### src/rtl/gcd_dispatcher.sv
// gcd_dispatcher: upstream feeder for a GCD_Calculator core.
//
// Operand pairs arrive on a valid/ready stream and are buffered in a small
// FIFO. Each pair is handed to the calculator with a one-cycle go pulse, the
// result is captured on done and offered on a valid/ready result stream with
// a status code. Zero operands never reach the calculator (they would not
// terminate in a subtractive core) and a cycle timeout aborts a hung job.
//
// Ports:
//   clk, rst            clock (rising edge), asynchronous active-high reset
//   in_valid/in_ready   operand stream handshake; in_ready = FIFO not full
//   in_x, in_y          operand pair
//   out_valid/out_ready result stream handshake
//   out_gcd             result value
//   out_status          00 ok, 01 zero-operand bypass, 10 timeout
//   gcd_go              one-cycle start pulse to the calculator
//   gcd_x, gcd_y        operands to the calculator, stable ISSUE..WAIT
//   gcd_done, gcd_out   calculator completion flag (held) and result

module gcd_dispatcher #(
  parameter int WIDTH          = 8,
  parameter int DEPTH          = 4,
  parameter int TIMEOUT_CYCLES = 1024
) (
  input  logic             clk,
  input  logic             rst,
  input  logic             in_valid,
  output logic             in_ready,
  input  logic [WIDTH-1:0] in_x,
  input  logic [WIDTH-1:0] in_y,
  output logic             out_valid,
  input  logic             out_ready,
  output logic [WIDTH-1:0] out_gcd,
  output logic [1:0]       out_status,
  output logic             gcd_go,
  output logic [WIDTH-1:0] gcd_x,
  output logic [WIDTH-1:0] gcd_y,
  input  logic             gcd_done,
  input  logic [WIDTH-1:0] gcd_out
);

  localparam int AW = (DEPTH > 1) ? $clog2(DEPTH) : 1;
  localparam int TW = $clog2(TIMEOUT_CYCLES) + 1;

  localparam logic [AW:0]   FULL_CNT = (AW+1)'(DEPTH);
  localparam logic [AW:0]   CNT_ONE  = (AW+1)'(1);
  localparam logic [TW-1:0] T_LAST   = TW'(TIMEOUT_CYCLES - 1);
  localparam logic [TW-1:0] T_ONE    = TW'(1);

  localparam logic [1:0] ST_OK      = 2'b00;
  localparam logic [1:0] ST_BYPASS  = 2'b01;
  localparam logic [1:0] ST_TIMEOUT = 2'b10;

  typedef enum logic [2:0] {
    S_IDLE,
    S_ISSUE,
    S_SETTLE,
    S_WAIT,
    S_HOLD
  } state_t;

  state_t state;

  logic [WIDTH-1:0] mem_x [DEPTH];
  logic [WIDTH-1:0] mem_y [DEPTH];
  logic [AW-1:0]    wr_ptr;
  logic [AW-1:0]    rd_ptr;
  logic [AW:0]      count;
  logic [TW-1:0]    tcnt;

  logic             full;
  logic             empty;
  logic             push;
  logic             pop;
  logic [WIDTH-1:0] head_x;
  logic [WIDTH-1:0] head_y;

  assign full   = (count == FULL_CNT);
  assign empty  = (count == '0);
  // in_ready depends only on occupancy, so a pop in the same cycle as a full
  // FIFO never lets a push through.
  assign in_ready = !rst && !full;
  assign push   = in_valid && in_ready;
  assign pop    = (state == S_IDLE) && !empty;
  assign head_x = mem_x[rd_ptr];
  assign head_y = mem_y[rd_ptr];

  // FIFO storage: data only, no reset needed.
  always_ff @(posedge clk) begin
    if (push) begin
      mem_x[wr_ptr] <= in_x;
      mem_y[wr_ptr] <= in_y;
    end
  end

  // FIFO control: pointers wrap naturally because DEPTH is a power of two.
  always_ff @(posedge clk or posedge rst) begin
    if (rst) begin
      wr_ptr <= '0;
      rd_ptr <= '0;
      count  <= '0;
    end else begin
      if (push) wr_ptr <= wr_ptr + 1'b1;
      if (pop)  rd_ptr <= rd_ptr + 1'b1;
      case ({push, pop})
        2'b10:   count <= count + CNT_ONE;
        2'b01:   count <= count - CNT_ONE;
        default: count <= count;
      endcase
    end
  end

  // Job FSM with registered outputs. gcd_go is registered on the transition
  // into ISSUE, so it is high for exactly the ISSUE cycle.
  always_ff @(posedge clk or posedge rst) begin
    if (rst) begin
      state      <= S_IDLE;
      gcd_go     <= 1'b0;
      gcd_x      <= '0;
      gcd_y      <= '0;
      out_valid  <= 1'b0;
      out_gcd    <= '0;
      out_status <= ST_OK;
      tcnt       <= '0;
    end else begin
      gcd_go <= 1'b0;
      case (state)
        S_IDLE: begin
          if (!empty) begin
            gcd_x <= head_x;
            gcd_y <= head_y;
            if (head_x == '0 || head_y == '0) begin
              // gcd(a,0) = a and gcd(0,0) = 0, both equal to x|y.
              out_gcd    <= head_x | head_y;
              out_status <= ST_BYPASS;
              out_valid  <= 1'b1;
              state      <= S_HOLD;
            end else begin
              gcd_go <= 1'b1;
              state  <= S_ISSUE;
            end
          end
        end
        S_ISSUE: begin
          state <= S_SETTLE;
        end
        S_SETTLE: begin
          // done may still be high from the previous job here; ignore it.
          tcnt  <= '0;
          state <= S_WAIT;
        end
        S_WAIT: begin
          if (gcd_done) begin
            out_gcd    <= gcd_out;
            out_status <= ST_OK;
            out_valid  <= 1'b1;
            state      <= S_HOLD;
          end else if (tcnt == T_LAST) begin
            out_gcd    <= '0;
            out_status <= ST_TIMEOUT;
            out_valid  <= 1'b1;
            state      <= S_HOLD;
          end else begin
            tcnt <= tcnt + T_ONE;
          end
        end
        S_HOLD: begin
          if (out_ready) begin
            out_valid <= 1'b0;
            state     <= S_IDLE;
          end
        end
        default: begin
          state <= S_IDLE;
        end
      endcase
    end
  end

endmodule
### config.mk
export PLATFORM = sky130hd
export DESIGN_NAME = gcd_dispatcher
export DESIGN_NICKNAME = d
export VERILOG_FILES = /design/src/rtl/gcd_dispatcher.sv
export SDC_FILE = /design/constraint.sdc
export NUM_CORES = 1
export LEC_CHECK = 0
export ABC_AREA = 1
export CAP_MARGIN = 20
export CELL_PAD_IN_SITES_DETAIL_PLACEMENT = 2
export CELL_PAD_IN_SITES_GLOBAL_PLACEMENT = 2
export CORE_MARGIN = 2
export CORE_UTILIZATION = 39
export CTS_CLUSTER_SIZE = 24
export DETAILED_ROUTE_END_ITERATION = 16
export GPL_TIMING_DRIVEN = 0
export PLACE_DENSITY_LB_ADDON = 0.1
export SKIP_LAST_GASP = 1
export SYNTH_ARGS = -nofsm -noshare
export SYNTH_HDL_FRONTEND = slang
export SYNTH_SLANG_ARGS = --single-unit
### constraint.sdc
create_clock -name clk -period 4.5 [get_ports clk]
set_clock_uncertainty 0.05 [all_clocks]
set_input_delay 0.675 -clock clk [delete_from_list [all_inputs] [get_ports clk]]
set_output_delay 0.675 -clock clk [all_outputs]
set_load 0.02 [all_outputs]
==> flow_summary.toml, run 1 <==
[power]
clock_power_share_pct = 29.5
ir_drop_uv = 314
switchingPower_mw = 1.81
swShare_pct = 37.6
power_density_mw_per_mm2 = 751
seq_power_share_pct = 30.7
p_leak_nw = 2.70
combPwrFrac_pct = 39.8
power.internal_mw = 3.00

[yosys]
synth-compound-area-share_pct = 5.72
synth-simple-area-share_pct = 21.1
synthFlopType = "edfxtp_1"
netlist_instances = 467
synth_edf_count = 64
synth.area.mux_share_pct = 0.230
synth_xor_area_share_pct = 1.43
synth_top_family_by_area = "simple AND/OR/NAND/NOR gates"
ys_types = 33
synth_seq_area_share_pct = 64.2
synth-seq-cells = 113
async_reset_ff_share_pct = 43.4
avgSynthCellArea_um2 = 10.5
yosys_warnings = 0
synth_adder_area_share_pct = 1.94
syn-num-nets = 503
syn_area_mm2 = 0.00490

[setup_path]
critPathArrivalTime_ns = 1.99
critical_path.startpoint_type = "input port"
required_ns = 3.77
crit_chain = "clkdlybuf4s50_1 -> a31oi_1 -> clkdlybuf4s50_1"
cpMostUsedCell = "clkdlybuf4s50_1"
critPathKind = "input port to output port"
cp_slowest_cell = "clkdlybuf4s50_1"
cpPeakStageDelay_ns = 0.65
end_kind = "output port"
critPathMaxFanout = 2
cp_top_family = "buffers and inverters"
path_buf_inv = 2

[floorplan]
row_count = 40
die-area_mm2 = 0.0135
die_h_um = 116
chipWidth_um = 116
coreArea_mm2 = 0.0122
ios = 58
start_util_pct = 40.3

[global_route]
grt.overflow.total = 0
grt_max_degree = 41
grt_pass1_wl_um = 22500
antenna_found_initial = 0
grt_usage_pct = 23.0
grt_pass1_vias = 4143

[place]
hpwl_um = 9760
port_buffers = 56
place_congestion = 0.740

[clock_network]
cts.clk_slew.worst_paths_ns = 0.05
cts_hold_buf = 0
htree_levels = 4
cts_resized = 0
cts.sinks = 113
post_cts_buffers = 0
cts.path.max_buffers = 2
cts_tree = "done"
cts_made_buffers = 17
clock_latency_ns = 0.42
root_buffer = "clkbuf_16"

[finish]
final_cell_mix = "nand2_1, edfxtp_1, clkdlybuf4s50_1"
nFillCells = 1235
regArea_mm2 = 0.00315
n_antenna_cell = 0
nets = 583
drive_above_1_share_pct = 13.9
multi_input_area_mm2 = 0.00150
mostFrequentLayoutCell = "nand2_1"
area_growth_pct = 30.7

[status]
status = "completed"

[route]
dr.pass1.iters = 4
wl_per_cell_um = 19.4
ant_nets = 0
routed-wl-met2_um = 7480
drt-met1-wl_um = 6100
top_layer = "met4"
drt_wl_total_um = 14100
vias_per_cell = 5.03
drt_iter0_drc = 153
route.vias.total = 3662
drc = 0
routed-wl-met3_um = 377

[sta]
period_minus_slack_ns = 2.72
setup_viol = 0
hold_viol_final = 0
rsz0062_at_grt = "no"
fmax_mhz = 368
hold-worst-slack_ns = 0.442
drv_slew = 0
slew_headroom_pct = 60.6
final.setup.tns_ns = 0
period_share_pct = 60.3
worst_slew_pin_slew_ns = 0.587

[run]
cap_violations = 0

[worst_hold_path]
hold_path_class = "flop to flop"
[worst register-to-register path: cells and delay by family, from the launching register on]
| family | cells | cell delay [ns] |
|---|---|---|
| AND/OR/NAND/NOR | 3 | 0.51 |
| buffers and inverters | 3 | 0.24 |
| XOR/XNOR | 1 | 0.14 |
| AO/OA/AOI/OAI | 2 | 0.26 |
| flip-flops | 1 | 0.41 |
| adder cells (fa/ha/maj) | 2 | 0.56 |
[area by class of cell]
cell class | count | share of cell area [%]
repair buffers | 61 | 10.0
plain buffers | 17 | 2.17
flip-flops and latches | 113 | 49.2
clock buffers | 26 | 9.10
multi-input cells | 306 | 23.4
inverters | 31 | 1.93
clock inverters | 6 | 0.918
well taps | 168 | 3.28
[flip-flops by register name, summed over array words and instances, names as in the netlist]
signal,count
mem_x,32
mem_y,32
tcnt,11
gcd_x,8
gcd_y,8
out_gcd,8
count,3
state,3
out_status,2
rd_ptr,2
wr_ptr,2
gcd_go,1
out_valid,1
[final timing paths]
| kind | depth (start not counted) | from | slack [ns] | to |
|---|---|---|---|---|
| worst max-delay path | 3 | rst | 1.78 | in_ready |
| worst min-delay path | 2 | gcd_y[7] | 0.44 | gcd_y[7] |
| worst max register to register | 11 | state[0] | 2.20 | count[2] |
| worst min register to register | 2 | gcd_y[7] | 0.44 | gcd_y[7] |
| max in group asynchronous | 3 | rst | 3.40 | gcd_y[5] |
| min in group asynchronous | 2 | rst | 0.50 | wr_ptr[0] |
[routing by layer]
layer,vias up,GRT usage [%]
met3,15,5.45
met5,-,0
li1,1735,-
met4,0,7.94
met2,62,40.9
met1,1850,27.5
[synthesized netlist by cell type (8+ instances only)]
cell / count / area share [%]
nand2_1: 153 / 12
edfxtp_1: 64 / 39
nand3_1: 52 / 5.3
dfrtp_1: 49 / 25
inv_1: 26 / 2.0
nor2_1: 19 / 1.5
o21ai_0: 17 / 1.7
a21oi_1: 13 / 1.3
buf_6: 9 / 2.1
a31o_2: 8 / 1.4
[through the flow]
stage	total power, mW	utilization, %	setup WS [ns]	cells	cell area, µm²
after floorplan	2.65	-	1.92	467	4900
after global placement	3.29	46.6	1.18	691	5670
after detailed placement	3.40	47.4	1.68	696	5760
after CTS	4.87	52.7	1.77	728	6400
after global routing	5.12	52.7	1.70	728	6400
final	4.81	52.7	1.78	728	6400
[cell families (layout without fill, tap and decap cells)]
kind of cell,count (synthesis),count (layout)
AO/OA/AOI/OAI,48,48
XOR/XNOR,8,8
AND/OR/NAND/NOR,242,242
adder cells (fa/ha/maj),7,7
flip-flops,113,113
buffers and inverters,48,141
multiplexers,1,1
[power by group through the flow]
stage / registers [mW] / clock network, mW / logic (mW)
global placement: 1.48 / 0 / 1.80
global route: 1.50 / 1.48 / 2.13
CTS: 1.48 / 1.44 / 1.95
floorplan: 1.61 / 0 / 1.04
finish: 1.48 / 1.42 / 1.91
detailed placement: 1.50 / 0 / 1.90
(Power assumes the default switching activity.)
==> run 2: changes to the inputs <==
- CORE_UTILIZATION: 39 -> 36
- clock period: 4.5 -> 2.6 ns (I/O delays scaled with it)
==> flow_summary.toml, run 2 (synthesized netlist as in run 1, its figures left out) <==
[global_route]
grt.overflow.total = 0
grt_pass1_wl_um = 23000
grt_pass1_vias = 4190
grt_usage_pct = 21.3
grt_max_degree = 38
antenna_found_initial = 0

[clock_network]
cts_hold_buf = 0
cts_made_buffers = 17
root_buffer = "clkbuf_16"
post_cts_buffers = 0
cts_tree = "done"
cts.clk_slew.worst_paths_ns = 0.05
cts.sinks = 113
htree_levels = 4
clock_latency_ns = 0.42
cts.path.max_buffers = 2
cts_resized = 0

[floorplan]
row_count = 42
start_util_pct = 36.9
ios = 58
coreArea_mm2 = 0.0133
die-area_mm2 = 0.0146
die_h_um = 121
chipWidth_um = 121

[route]
drt_wl_total_um = 14100
drt_iter0_drc = 122
dr.pass1.iters = 4
wl_per_cell_um = 19.1
vias_per_cell = 5.01
drc = 0
route.vias.total = 3686
ant_nets = 0

[finish]
final_cell_mix = "nand2_1, edfxtp_1, clkdlybuf4s50_1"
nets = 583
n_antenna_cell = 0
drive_above_1_share_pct = 13.9
area_growth_pct = 30.7
mostFrequentLayoutCell = "nand2_1"
reg_top3 = "mem_x: 32 flops, mem_y: 32 flops, tcnt: 11 flops"

[sta]
slew_headroom_pct = 60.5
setup_viol = 0
fmax_mhz = 425
period_share_pct = 90.6
period_minus_slack_ns = 2.36
hold-worst-slack_ns = 0.228
final.setup.tns_ns = 0
hold_viol_final = 0
drv_slew = 0
worst_slew_pin_slew_ns = 0.592
rsz0062_at_grt = "no"

[setup_path]
critical_path.startpoint_type = "flop"
end_kind = "flop"
required_ns = 2.85
critPathKind = "flop to flop"
path_buf_inv = 3
r2r_setup_slack_ns = 0.24
critPathArrivalTime_ns = 2.61
cpPeakStageDelay_ns = 0.41
worstReg2RegStart = "state[0]"
cp_top_family = "adder cells"
critPathMaxFanout = 6
cpMostUsedCell = "inv_1"
cp-startpoint = "state[0]"
crit_chain = "nor2_1 -> inv_1 -> nor2_1 -> inv_1 -> nor2_4 -> ha_1 -> inv_1 -> fa_1 -> a21oi_1 -> o21ai_0 -> xnor2_1"
cp_slowest_cell = "dfrtp_1"

[run]
cap_violations = 0

[power]
power_mw = 8.41
power_density_mw_per_mm2 = 1310
ir_drop_uv = 602
p_leak_nw = 2.68

[status]
status = "completed"

[place]
hpwl_um = 9990
port_buffers = 56
place_congestion = 0.726

[worst_hold_path]
hold_path_class = "input port to async pin"
[run 2: cell types whose count changed in the layout (fill, tap and decap cells not counted)]
| cell | previous run | this run |
|---|---|---|
| clkinvlp_4 | 1 | 5 |
| bufinv_16 | 1 | 5 |
| inv_4 | 1 | 0 |
| clkbuf_8 | 6 | 0 |
| buf_6 | 9 | 11 |
| clkinv_2 | 3 | 4 |
| clkinv_4 | 0 | 1 |
| clkbuf_16 | 20 | 17 |
| buf_8 | 4 | 2 |
[run 2: worst reg2reg max path, stage by stage, from the launching register on]
cell,delay [ns]
dfrtp_1,0.41
nor2_1,0.11
inv_1,0.08
nor2_1,0.18
inv_1,0.10
nor2_4,0.23
ha_1,0.19
inv_1,0.07
fa_1,0.38
a21oi_1,0.16
o21ai_0,0.14
xnor2_1,0.15
[run 2: where the power goes]
group	switching [mW]	total (mW)	internal [mW]
registers	0.232	2.56	2.33
logic	2.09	3.32	1.23
clock network	0.841	2.53	1.69
[run 2: cell type report]
type	instances	area, µm²
Timing Repair Buffer	61	633
Fill cell	1377	6890
Clock buffer	17	425
Sequential cell	113	3150
Multi-Input combinational cell	306	1500
Tap cell	176	220
Buffer	17	139
Inverter	31	124
Clock inverter	15	216
[run 2: stage by stage]
step / cells / utilization, % / setup slack, ns / cell area, µm²
final: 736 / 48.2 / 0.244 / 6410
after global routing: 736 / 48.2 / 0.0170 / 6410
after CTS: 736 / 48.2 / 0.243 / 6410
after detailed placement: 704 / 43.4 / 0.0650 / 5770
after global placement: 699 / 42.7 / -0.442 / 5680
after floorplan: 467 / - / 0.241 / 4900
[run 2: metal layers]
metal	vias to the layer above	track usage [%]	part of all wire, %
met5	-	0	0
met4	0	6.76	1.3
met3	15	5.24	3.2
met2	68	36.5	51
met1	1869	26.4	44
li1	1734	-	-
[run 2: worst paths after layout]
path / depth (start not counted) / endpoint
min in group clk: 2 / gcd_x[0]
min reg2reg: 2 / gcd_x[0]
max reg2reg: 11 / count[2]
min: 2 / count[2]
max in group asynchronous: 3 / out_gcd[7]
max: 11 / count[2]
